### src/rtl/traffic_pkg.sv
// Shared lamp encodings, fault codes and monitor state encoding for the
// traffic conflict monitor.
package traffic_pkg;

   localparam int unsigned LAMP_W  = 3;
   localparam int unsigned FCODE_W = 2;

   // Lamp code: bit2=red, bit1=yellow, bit0=green
   localparam logic [LAMP_W-1:0] LAMP_RED = 3'b100;
   localparam logic [LAMP_W-1:0] LAMP_YEL = 3'b010;
   localparam logic [LAMP_W-1:0] LAMP_GRN = 3'b001;
   localparam logic [LAMP_W-1:0] LAMP_OFF = 3'b000;

   localparam logic [FCODE_W-1:0] FLT_NONE     = 2'd0;
   localparam logic [FCODE_W-1:0] FLT_ENC      = 2'd1;
   localparam logic [FCODE_W-1:0] FLT_CONFLICT = 2'd2;
   localparam logic [FCODE_W-1:0] FLT_SEQ      = 2'd3;

   typedef enum logic {
      MONITOR = 1'b0,
      FAULT   = 1'b1
   } mon_state_e;

   // True only for the three single-lamp codes
   function automatic logic lamp_legal(input logic [LAMP_W-1:0] lamp);
      return (lamp == LAMP_RED) || (lamp == LAMP_YEL) || (lamp == LAMP_GRN);
   endfunction

endpackage

### src/rtl/lamp_seq_checker.sv
// Per-direction lamp sequence checker.
//   clk, reset  : clock, synchronous active-low reset
//   clr         : clears the yellow run counter (fault clear accepted)
//   lamp_in     : current lamp code for this direction
//   enc_err     : lamp_in is not a legal single-lamp code (combinational)
//   seq_err     : previous->current transition is illegal (combinational)
module lamp_seq_checker
   import traffic_pkg::*;
#(
   parameter int unsigned MIN_YELLOW = 3
) (
   input  logic              clk,
   input  logic              reset,
   input  logic              clr,
   input  logic [LAMP_W-1:0] lamp_in,
   output logic              enc_err,
   output logic              seq_err
);

   localparam int unsigned YCNT_W = $clog2(MIN_YELLOW + 1);

   logic [LAMP_W-1:0] prev_q, prev_d;
   logic [YCNT_W-1:0] ycnt_q, ycnt_d;

   // Previous lamp tracks the input; yellow run saturates at MIN_YELLOW
   always_comb begin
      prev_d = lamp_in;
      ycnt_d = '0;
      if (!clr && (lamp_in == LAMP_YEL)) begin
         if (ycnt_q == YCNT_W'(MIN_YELLOW)) ycnt_d = ycnt_q;
         else                               ycnt_d = ycnt_q + YCNT_W'(1);
      end
   end

   always_ff @(posedge clk) begin
      if (!reset) begin
         prev_q <= LAMP_RED;
         ycnt_q <= '0;
      end else begin
         prev_q <= prev_d;
         ycnt_q <= ycnt_d;
      end
   end

   // Legal moves: hold, G->Y, Y->R after a full yellow, R->G
   always_comb begin
      enc_err = !lamp_legal(lamp_in);
      seq_err = 1'b1;
      if (lamp_in == prev_q) begin
         seq_err = 1'b0;
      end else begin
         case (prev_q)
            LAMP_GRN: seq_err = (lamp_in != LAMP_YEL);
            LAMP_YEL: seq_err = !((lamp_in == LAMP_RED) && (ycnt_q >= YCNT_W'(MIN_YELLOW)));
            LAMP_RED: seq_err = (lamp_in != LAMP_GRN);
            default:  seq_err = 1'b1;
         endcase
      end
   end

endmodule

### src/rtl/traffic_conflict_monitor.sv
// Safety stage between traffic_controller and the lamp drivers. Passes lamp
// codes through with one cycle of latency, and on an encoding, conflict or
// sequencing fault latches the first fault code and flashes red on both
// directions until an operator clear is accepted with both inputs red.
//   clk, reset     : clock, synchronous active-low reset
//   ns_in, ew_in   : lamp codes from traffic_controller
//   fault_clr      : operator request to leave fault mode
//   ns_out, ew_out : registered lamp codes to the drivers
//   fault          : registered, high while in fault mode
//   fault_code     : registered first-fault code (0 when not faulted)
module traffic_conflict_monitor
   import traffic_pkg::*;
#(
   parameter int unsigned MIN_YELLOW = 3,
   parameter int unsigned FLASH_HALF = 4
) (
   input  logic               clk,
   input  logic               reset,
   input  logic [LAMP_W-1:0]  ns_in,
   input  logic [LAMP_W-1:0]  ew_in,
   input  logic               fault_clr,
   output logic [LAMP_W-1:0]  ns_out,
   output logic [LAMP_W-1:0]  ew_out,
   output logic               fault,
   output logic [FCODE_W-1:0] fault_code
);

   localparam int unsigned FLASH_PERIOD = 2 * FLASH_HALF;
   localparam int unsigned FLASH_W      = $clog2(FLASH_PERIOD);

   mon_state_e         state_q, state_d;
   logic [FLASH_W-1:0] flash_q, flash_d;
   logic [LAMP_W-1:0]  ns_out_q, ns_out_d;
   logic [LAMP_W-1:0]  ew_out_q, ew_out_d;
   logic               fault_q, fault_d;
   logic [FCODE_W-1:0] code_q, code_d;

   logic               clr_c;
   logic               ns_enc, ns_seq, ew_enc, ew_seq;
   logic               conflict_c, clr_ok_c;
   logic [FCODE_W-1:0] det_code_c;

   lamp_seq_checker #(.MIN_YELLOW(MIN_YELLOW)) u_ns_chk (
      .clk     (clk),
      .reset   (reset),
      .clr     (clr_c),
      .lamp_in (ns_in),
      .enc_err (ns_enc),
      .seq_err (ns_seq)
   );

   lamp_seq_checker #(.MIN_YELLOW(MIN_YELLOW)) u_ew_chk (
      .clk     (clk),
      .reset   (reset),
      .clr     (clr_c),
      .lamp_in (ew_in),
      .enc_err (ew_enc),
      .seq_err (ew_seq)
   );

   // Prioritised fault detection: encoding, then conflict, then sequence
   always_comb begin
      conflict_c = (ns_in != LAMP_RED) && (ew_in != LAMP_RED);
      clr_ok_c   = fault_clr && (ns_in == LAMP_RED) && (ew_in == LAMP_RED);
      if (ns_enc || ew_enc)      det_code_c = FLT_ENC;
      else if (conflict_c)       det_code_c = FLT_CONFLICT;
      else if (ns_seq || ew_seq) det_code_c = FLT_SEQ;
      else                       det_code_c = FLT_NONE;
   end

   // Next-state and output logic
   always_comb begin
      state_d  = state_q;
      flash_d  = flash_q;
      ns_out_d = ns_in;
      ew_out_d = ew_in;
      fault_d  = fault_q;
      code_d   = code_q;
      clr_c    = 1'b0;
      case (state_q)
         MONITOR: begin
            if (det_code_c != FLT_NONE) begin
               state_d  = FAULT;
               fault_d  = 1'b1;
               code_d   = det_code_c;
               flash_d  = '0;
               ns_out_d = LAMP_RED;
               ew_out_d = LAMP_RED;
            end
         end
         FAULT: begin
            if (clr_ok_c) begin
               state_d = MONITOR;
               fault_d = 1'b0;
               code_d  = FLT_NONE;
               flash_d = '0;
               clr_c   = 1'b1;
            end else begin
               if (flash_q == FLASH_W'(FLASH_PERIOD - 1)) flash_d = '0;
               else                                        flash_d = flash_q + FLASH_W'(1);
               // First half of the flash period is red, second half dark
               ns_out_d = (flash_d < FLASH_W'(FLASH_HALF)) ? LAMP_RED : LAMP_OFF;
               ew_out_d = ns_out_d;
            end
         end
         default: state_d = MONITOR;
      endcase
   end

   always_ff @(posedge clk) begin
      if (!reset) begin
         state_q  <= MONITOR;
         flash_q  <= '0;
         ns_out_q <= LAMP_RED;
         ew_out_q <= LAMP_RED;
         fault_q  <= 1'b0;
         code_q   <= FLT_NONE;
      end else begin
         state_q  <= state_d;
         flash_q  <= flash_d;
         ns_out_q <= ns_out_d;
         ew_out_q <= ew_out_d;
         fault_q  <= fault_d;
         code_q   <= code_d;
      end
   end

   assign ns_out     = ns_out_q;
   assign ew_out     = ew_out_q;
   assign fault      = fault_q;
   assign fault_code = code_q;

endmodule

### config.mk
export PLATFORM = sky130hd
export DESIGN_NAME = traffic_conflict_monitor
export DESIGN_NICKNAME = d
export VERILOG_FILES = /design/src/rtl/traffic_pkg.sv /design/src/rtl/lamp_seq_checker.sv /design/src/rtl/traffic_conflict_monitor.sv
export SDC_FILE = /design/constraint.sdc
export NUM_CORES = 1
export LEC_CHECK = 0
export ABC_AREA = 1
export BUFFER_PORTS_ARGS = -buffer_cell sky130_fd_sc_hd__buf_2
export CORE_MARGIN = 4
export CORE_UTILIZATION = 31
export CTS_CLUSTER_DIAMETER = 100
export DETAILED_ROUTE_END_ITERATION = 16
export GPL_ROUTABILITY_DRIVEN = 0
export PLACE_DENSITY = 0.6
export SLEW_MARGIN = 15
export SYNTH_ARGS = -nofsm -noshare
export SYNTH_HDL_FRONTEND = slang
export SYNTH_SLANG_ARGS = --single-unit
### constraint.sdc
create_clock -name clk -period 1.6 [get_ports clk]
set_input_delay 0.24 -clock clk [delete_from_list [all_inputs] [get_ports clk]]
set_output_delay 0.24 -clock clk [all_outputs]
set_load 0.005 [all_outputs]
After elaboration in Yosys (flattened, before gate mapping)
Cells that the tools add are included.
Storage, ports and cells
  output and inout port bits: 9
  input port bits: 9
  flip-flop bits (word level): 23
  latch bits: 0
  memories: 0
  bits in writable memories: 0
  ROM bits: 0
  logic and storage cells: 95
Operators by class
  shift operators: 0
  order comparisons: 3
  $mul: 0
  eq/ne operators: 25
  div/mod/pow operators: 0
  reduce and logical (&&, ||, !) cells: 22
  mux-type cells: 31
  bitwise operators: 1
  add/sub/neg operators: 3
Operators with widths (number)
  3-bit two-way mux: 10
  3-bit one-hot mux with 2 select lines: 3
  3-bit == test, second input constant: 5
  3-bit by 1-bit == test with 1-bit output, second input constant: 4
  3-bit by 2-bit == test with 1-bit output, second input constant: 4
  2-bit two-way mux: 5
  1-bit two-way mux: 8
  1-bit logical AND: 7
  3-bit == test: 2
  1-bit logical OR: 6
  3-bit by 1-bit inequality test with 1-bit output, second input constant: 2
  3-bit by 2-bit inequality test with 1-bit output, second input constant: 2
  3-bit inequality test, second input constant: 2
  1-bit one-hot mux with 3 select lines: 2
  2-bit AND reduction: 3
  1-bit logical NOT: 5
  2-bit by 1-bit adder with 2-bit output, second input constant: 2
  2-bit == test, second input constant: 2
  2-bit >= comparator, second input constant: 2
  1-bit one-hot mux with 2 select lines: 2
  2-bit one-hot mux with 2 select lines: 1
  3-bit by 1-bit adder with 3-bit output, second input constant: 1
  3-bit < comparator, second input constant: 1
  2-bit by 1-bit inequality test with 1-bit output, second input constant: 1
  3 further kinds: 3

Longest topological paths before layout
Gate-level depths: netlist of run 1.
  depth in word-level cells: 12
  mapped depth: 12
  gate-level depth less buffers: 12

By module
Synthesis of run 1 repeated with hierarchy kept, for this count alone.
Second synthesis, totals
  cells, all modules: 151
  area total of the unflattened synthesis: 1126.1 µm²
Modules (own cells, without submodules)
  traffic_conflict_monitor: area each 573.0 µm², seq. area each 260.2 µm², cells each 69, instances 1
  lamp_seq_checker: area each 276.5 µm², seq. area each 100.1 µm², cells each 41, instances 2

Worst setup path after synthesis of run 1
No wires, ideal clock.
  path kind: register to register
  start: register u_ew_chk.ycnt_q[0]
  end: register ew_out_q[2] (netlist: ew_out[2])
  setup time: 0.113 ns
  cell stages (with the launch flop): 13
  required time: 1.487 ns
  buffers on the path: 0
  setup slack: 0.178 ns
  data arrival time: 1.309 ns
  clock period less this slack: 1.422 ns
  path through: dfxtp_1 ha_1 nand2_1 nor2_1 nand2_1 nand2_1 nand2_1 nand3_2 nand4_2 inv_2 nand2_4 o21ai_1 inv_1
Between the ends
  word-level cells in the longest chain between the ends: 12
Ends and longest elaborated chain
  start: declaration: RTL line lamp_seq_checker.sv:23  | logic [YCNT_W-1:0] ycnt_q, ycnt_d;
  start signal: assignment: RTL line lamp_seq_checker.sv:41  | ycnt_q <= ycnt_d;
  2-bit >= comparator: RTL line lamp_seq_checker.sv:54  | LAMP_YEL: seq_err = !((lamp_in == LAMP_RED) && (ycnt_q >= YCNT_W'(MIN_YELLOW)));
  1-bit logical AND: RTL line lamp_seq_checker.sv:54
  1-bit logical NOT: RTL line lamp_seq_checker.sv:54
  1-bit one-hot mux with 3 select lines: RTL line lamp_seq_checker.sv:52  | case (prev_q)
  1-bit two-way mux: RTL line lamp_seq_checker.sv:49  | if (lamp_in == prev_q) begin
  1-bit logical OR: RTL line traffic_conflict_monitor.sv:67  | else if (ns_seq || ew_seq) det_code_c = FLT_SEQ;
  2-bit two-way mux: RTL line traffic_conflict_monitor.sv:67
  2-bit two-way mux: RTL line traffic_conflict_monitor.sv:66  | else if (conflict_c) det_code_c = FLT_CONFLICT;
  2-bit two-way mux: RTL line traffic_conflict_monitor.sv:65  | if (ns_enc || ew_enc) det_code_c = FLT_ENC;
  2-bit nonzero test: RTL line traffic_conflict_monitor.sv:82  | if (det_code_c != FLT_NONE) begin
  3-bit two-way mux: RTL line traffic_conflict_monitor.sv:82
  3-bit one-hot mux with 2 select lines: RTL line traffic_conflict_monitor.sv:80  | case (state_q)
  end signal: assignment: RTL line traffic_conflict_monitor.sv:122  | ew_out_q <= ew_out_d;
  end: declaration: RTL line traffic_conflict_monitor.sv:34  | logic [LAMP_W-1:0] ew_out_q, ew_out_d;
No other way between the ends.
A chain may end at the register's enable or synchronous reset.

Worst setup path in the final report of run 1
Same ends and word-level chain as after synthesis.

==> flow_metrics.tcl, run 1 <==
set metrics [dict create \
    status "finished clean" \
    area.sequential_um2 464 \
    syn_avg_cell_area_um2 7.53 \
    fin_setup_tns_ns 0 \
    cp-start-kind "flop" \
    vias 940 \
    synthTopCellsByArea "dfxtp_1 43%, nand2_1 8.4%, inv_1 7.7%, nand3_1 6.5%, nor2_1 5.2%" \
    cts_buffers 3 \
    fmax_mhz 682 \
    rows 21 \
    drt_pass1_iterations 4 \
    antennaDiodeCount 0 \
    syn-num-nets 156 \
    fillCellCount 376 \
    wl_per_cell_um 10.0 \
    cts_buffer_depth 2 \
    worstPathRequired_ns 1.83 \
    min_path_type "in2reg" \
    critPathMaxStageDelay_ns 0.35 \
    total_leakage_power_nw 0.683 \
    grt-ovfl-total 0 \
    drc_errors 0 \
    powerDensity_nw_per_um2 784 \
    port_buffers 17 \
    multi_input_comb_area_um2 520 \
    cp.arrival_ns 1.70 \
    power_w 0.00101 \
    ctsHoldBuffers 0 \
    slew_headroom_pct 82.3 \
    max_cap_violations 0 \
    final_util_pct 38.5 \
    grt_pass1_vias 860 \
    worst_pin_slew_ns 0.266 \
    grt_first_pass_wirelength_um 3550 \
    die_x_um 67.0 \
    critPathMaxFanout 6 \
    core-area_um2 3340 \
    crit_path_end_kind "flop" \
    p_sw_w 0.000267 \
    cts_tree "built" \
    die-height_um 67.0 \
    ant_nets 0 \
    synth_common_cells "24 x nand2_1, 23 x dfxtp_1, 22 x inv_1" \
    skew_ns 0.0109 \
    timing.final.hold_violations 0 \
    clock_power_share_pct 27.3 \
    ys.flop_type "dfxtp_1" \
    synth_edf_count 0 \
    period_minus_slack_ns 1.47 \
    area_delta_synth_final_pct 19.3 \
    antenna_found_initial 0 \
    rsz0062_at_grt "no" \
    cts-root-buf "clkbuf_4" \
    die_area_um2 4480 \
    grtUsageTotal_pct 10.5 \
    slew_violations 0 \
    dp_hpwl_um 1690 \
    ys_warn_count 0 \
    viasPerCell 4.41 \
    grt_start_max_net_pins 13 \
    final-setup-viol-count 0 \
    netlist_area_um2 1080 \
    clock_latency_ns 0.32 \
    cts.sinks 23 \
    fin_nets 181 \
    combPwrFrac_pct 12.4 \
    intPower_w 0.000741 \
    clk_pin_slew_ns 0.13 \
    cpMaxStageDelayCell "dfxtp_2" \
    sequentialPowerShare_pct 60.4 \
    initialDrtViolationCount 64 \
    switching_share_pct 26.5 \
    dp_cells 207 \
    pin_count 18 \
    h-tree-depth 1 \
    cp_cell_sequence "ha_1, nand2_1, nor2_1, nand2_1, nand2_1, nand2_1, nand3_2, nand4_2, inv_2, nand2_4, o21ai_2, inv_1" \
    drive_gt1_share_pct 22.2 \
    ys_seq_area_share_pct 42.7 \
    ys_seq_elements 23 \
    wl_um 2140 \
    yosys.cell_count.top_type "nand2_1" \
    worstSetupPathType "reg2reg" \
    ys_types 21 \
    start_util_pct 32.3 \
    synth_top_area_share_pct 42.7 \
    fin_cells 213 \
    synthCells 143 \
    synthArstFlopShare_pct 0 \
    ir_drop_mv 0.193 \
    fin_crit_sh_pct 91.6 \
    crit_top_cell "nand2_1" \
    hold_slack_ns 0.192 \
    yosysTopAreaCell "dfxtp_1" \
]
-- sequential cells by signal, summed over array words and instances, names as in the netlist --
signal and flops:
ew_out 3, fault 1, fault_code 2, flash_q 3, ns_out 3, state_q 1
u_ew_chk.prev_q 3, u_ew_chk.ycnt_q 2, u_ns_chk.prev_q 3, u_ns_chk.ycnt_q 2
-- cell families (layout without fill, tap and decap cells) --
family | Yosys count | count (layout) | synth area share [%]
and+or+nand+nor | 66 | 66 | 28.6
buffers and inverters | 27 | 51 | 9.64
DFF | 23 | 23 | 42.7
AOI/OAI and AO/OA | 13 | 13 | 6.04
xor gates and xnor gates | 8 | 8 | 6.50
adders and majority gates | 4 | 4 | 4.65
muxes | 2 | 2 | 1.86
-- placed cells by master (no fill, tap or decap), drive strengths merged --
| cell type | instances |
|---|---|
| nand2 | 26 |
| inv | 24 |
| dfxtp | 23 |
| buf | 22 |
| nand3 | 16 |
| nor2 | 15 |
| nor3 | 7 |
| a21oi | 7 |
| xnor2 | 6 |
| o21ai | 6 |
| ha | 4 |
| clkbuf | 4 |
| mux2i | 2 |
| xor2 | 2 |
| nand4 | 2 |
| clkinv | 1 |
-- power groups by stage --
| stage | clock (W) | sequential [W] | combinational (W) |
|---|---|---|---|
| after detailed placement | 0 | 0.000622 | 0.000123 |
| after global routing | 0.000304 | 0.000612 | 0.000143 |
| final | 0.000275 | 0.000609 | 0.000125 |
| after floorplan | 0 | 0.000619 | 0.0000828 |
| after CTS | 0.000279 | 0.000609 | 0.000124 |
| after global placement | 0 | 0.000622 | 0.000123 |
-- worst paths after layout --
kind	from	end	slack (ns)	depth (start not counted)
worst max-delay path	u_ew_chk.ycnt_q[0]	ew_out[2]	0.13	12
worst min-delay path	ns_in[0]	u_ns_chk.prev_q[0]	0.19	3
worst max register to register	u_ew_chk.ycnt_q[0]	ew_out[2]	0.13	12
worst min register to register	fault	fault	0.46	2
-- through the flow --
| step | setup slack (ns) | instance area [um^2] |
|---|---|---|
| finish | 0.134 | 1280 |
| global route | 0.00404 | 1280 |
| CTS | 0.0807 | 1260 |
| detailed placement | 0.111 | 1230 |
| global placement | 0.128 | 1230 |
| floorplan | 0.178 | 1080 |
-- routing by layer --
layer	GRT usage (%)	vias up	part of all wire, %
li1	-	501	-
met5	0	-	0
met1	12.4	414	47
met4	5.32	0	2.0
met2	18.1	21	46
met3	1.69	4	5.1
-- worst max-delay path, delay by kind of cell, from the launching register on --
kind                     cells  cell delay, ns
buffers and inverters        2            0.16
AND/OR/NAND/NOR              8            0.60
AO/OA/AOI/OAI                1            0.12
flip-flops                   1            0.35
adder cells (fa/ha/maj)      1            0.16
-- final cells by class --
class                   instances  area share, %
multi-input cells              93           40.5
flip-flops and latches         23           36.1
repair buffers                 22           9.54
inverters                      25           7.30
well taps                      46           4.48
clock buffers                   4           2.04
-- repair_timing --
item	in CTS	in global routing
setup endpoints to repair	0	2
resized for setup	0	5
buffers inserted	0	2
Note: power is estimated with default switching activity, not from simulation.
==> inputs of run 2 (changes only) <==
CTS_BUF_LIST = sky130_fd_sc_hd__clkbuf_16   (was default)
==> run 2 against run 1 <==
Clock-buffer cell count decreased by 1. Critical endpoint is now ns_out[2]. Highest routed layer unchanged. Sequential cell count unchanged. Sequential share of layout area is 1.5 points lower. Largest power group unchanged.
==> flow_metrics.tcl, run 2 (synthesis gave the netlist of run 1 again) <==
set metrics [dict create \
    intPower_w 0.000977 \
    worstRegToRegCells 12 \
    cts-root-buf "clkbuf_16" \
    sequentialPowerShare_pct 47.9 \
    port_buffers 17 \
    fin_nets 180 \
    layout_commonest_cell "nand2_1" \
    min_path_type "in2reg" \
    min_from "ns_in[0]" \
    p_sw_w 0.000295 \
    vias 927 \
    ir_drop_mv 0.376 \
    critPathMaxFanout 6 \
    max_cap_violations 0 \
    worst_pin_slew_ns 0.280 \
    ant_nets 0 \
    antennaDiodeCount 0 \
    die_area_um2 4480 \
    period_minus_slack_ns 1.50 \
    cp.arrival_ns 1.65 \
    final-setup-viol-count 0 \
    cts_buffers 3 \
    cp-start-kind "flop" \
    worstSetupPathType "reg2reg" \
    regToRegSetupSlack_ns 0.10 \
    total_leakage_power_nw 0.697 \
    drive_gt1_share_pct 22.3 \
    drt_pass1_iterations 5 \
    ctsHoldBuffers 0 \
    clock_power_share_pct 42.0 \
    cts_tree "built" \
    timing.rr.end "ns_out[2]" \
    die_x_um 67.0 \
    skew_ns 0.00250 \
    timing.rr.start "u_ew_chk.ycnt_q[0]" \
    antenna_found_initial 0 \
    grt_first_pass_wirelength_um 3630 \
    min_to "u_ns_chk.prev_q[0]" \
    fillCellCount 374 \
    die-height_um 67.0 \
    grt-ovfl-total 0 \
    hold_depth 3 \
    fin_crit_sh_pct 93.7 \
    setup_ws_ns 0.101 \
    slew_violations 0 \
    cts_buffer_depth 2 \
    slew_headroom_pct 81.3 \
    cts.sinks 23 \
    pin_count 18 \
    layout_common_cells "24 x nand2_1, 23 x inv_1, 20 x dfxtp_1" \
    status "finished clean" \
    area_delta_synth_final_pct 24.6 \
    clk_pin_slew_ns 0.06 \
    clock_latency_ns 0.26 \
    initialDrtViolationCount 40 \
    placed_cell_area_um2 1230 \
    grtUsageTotal_pct 10.8 \
    start_util_pct 32.3 \
    dp_slack_ns 0.111 \
    drc_errors 0 \
    timing.final.hold_violations 0 \
    grt_start_max_net_pins 13 \
    design_area_um2 1340 \
    rows 21 \
    grt_pass1_vias 876 \
    wl_um 2270 \
    combPwrFrac_pct 10.1 \
    worstPathRequired_ns 1.76 \
    fmax_mhz 667 \
    core-area_um2 3340 \
    crit_path_end_kind "flop" \
    viasPerCell 4.37 \
    switching_share_pct 23.2 \
    wl_per_cell_um 10.7 \
    h-tree-depth 1 \
    dp_hpwl_um 1690 \
    powerDensity_nw_per_um2 948 \
]
run 2: cell types whose count changed in the layout (fill, tap and decap cells not counted), moves of 2 or more:
cell       previous run  this run
clkbuf_16             0         3
clkbuf_4              3         0
ha_1                  4         2
ha_2                  0         2
run 2: final cells by class:
| cell class | instances | area, um^2 | area share (%) |
|---|---|---|---|
| clock buffers | 3 | 75.1 | 5.59 |
| clock inverters | 1 | 3.75 | 0.280 |
| flip-flops and latches | 23 | 464 | 34.6 |
| multi-input cells | 93 | 531 | 39.5 |
| well taps | 46 | 57.6 | 4.29 |
| inverters | 25 | 96.3 | 7.18 |
| repair buffers | 21 | 115 | 8.57 |
run 2: routing by layer:
layer	wire (um)	up-vias	global-route usage (%)
li1	-	501	-
met1	1040	409	12.4
met2	1120	15	18.7
met3	91	2	2.19
met4	16	0	5.32
met5	0	-	0
run 2: worst max-delay path, cell delays in order, from the launching register on:
cell,delay (ns)
dfxtp_2,0.33
ha_2,0.17
nand2_1,0.05
nor2_1,0.09
nand2_1,0.06
nand2_1,0.06
nand2_1,0.05
nand3_2,0.10
nand4_4,0.13
inv_4,0.10
nand2_4,0.07
o21ai_1,0.12
inv_1,0.05
run 2: power by group through the flow:
stage	registers [W]	clock network (W)	logic, W
after global placement	0.000622	0	0.000123
after CTS	0.000609	0.000547	0.000124
after global routing	0.000612	0.000563	0.000147
after detailed placement	0.000622	0	0.000123
final	0.000609	0.000535	0.000128
after floorplan	0.000619	0	0.0000828
run 2: stage by stage:
step | total power [W] | std cells | setup TNS (ns) | util [%] | hold slack, ns
global placement | 0.000744 | 207 | 0 | 36.9 | 0.447
CTS | 0.00128 | 211 | 0 | 39.3 | 0.255
floorplan | 0.000702 | 143 | 0 | - | 0.345
detailed placement | 0.000745 | 207 | 0 | 36.9 | 0.450
finish | 0.00127 | 212 | 0 | 40.2 | 0.252
global route | 0.00132 | 212 | -0.0206 | 40.2 | 0.271
run 2: how the worst max path moves through the flow:
stage	from	endpoint
floorplan	u_ew_chk.ycnt_q[0]	ew_out[2]
global placement	ns_in[0]	ew_out[2]
detailed placement	ns_in[0]	ew_out[2]
CTS	u_ew_chk.ycnt_q[0]	ew_out[2]
global route	u_ns_chk.ycnt_q[1]	ns_out[2]
finish	u_ew_chk.ycnt_q[0]	ns_out[2]
run 2: what timing repair did:
item / CTS / global route
endpoints found under the hold margin: 0 / 0
setup endpoints to repair: 0 / 2
gates resized for setup: 0 / 8
setup buffers: 0 / 1
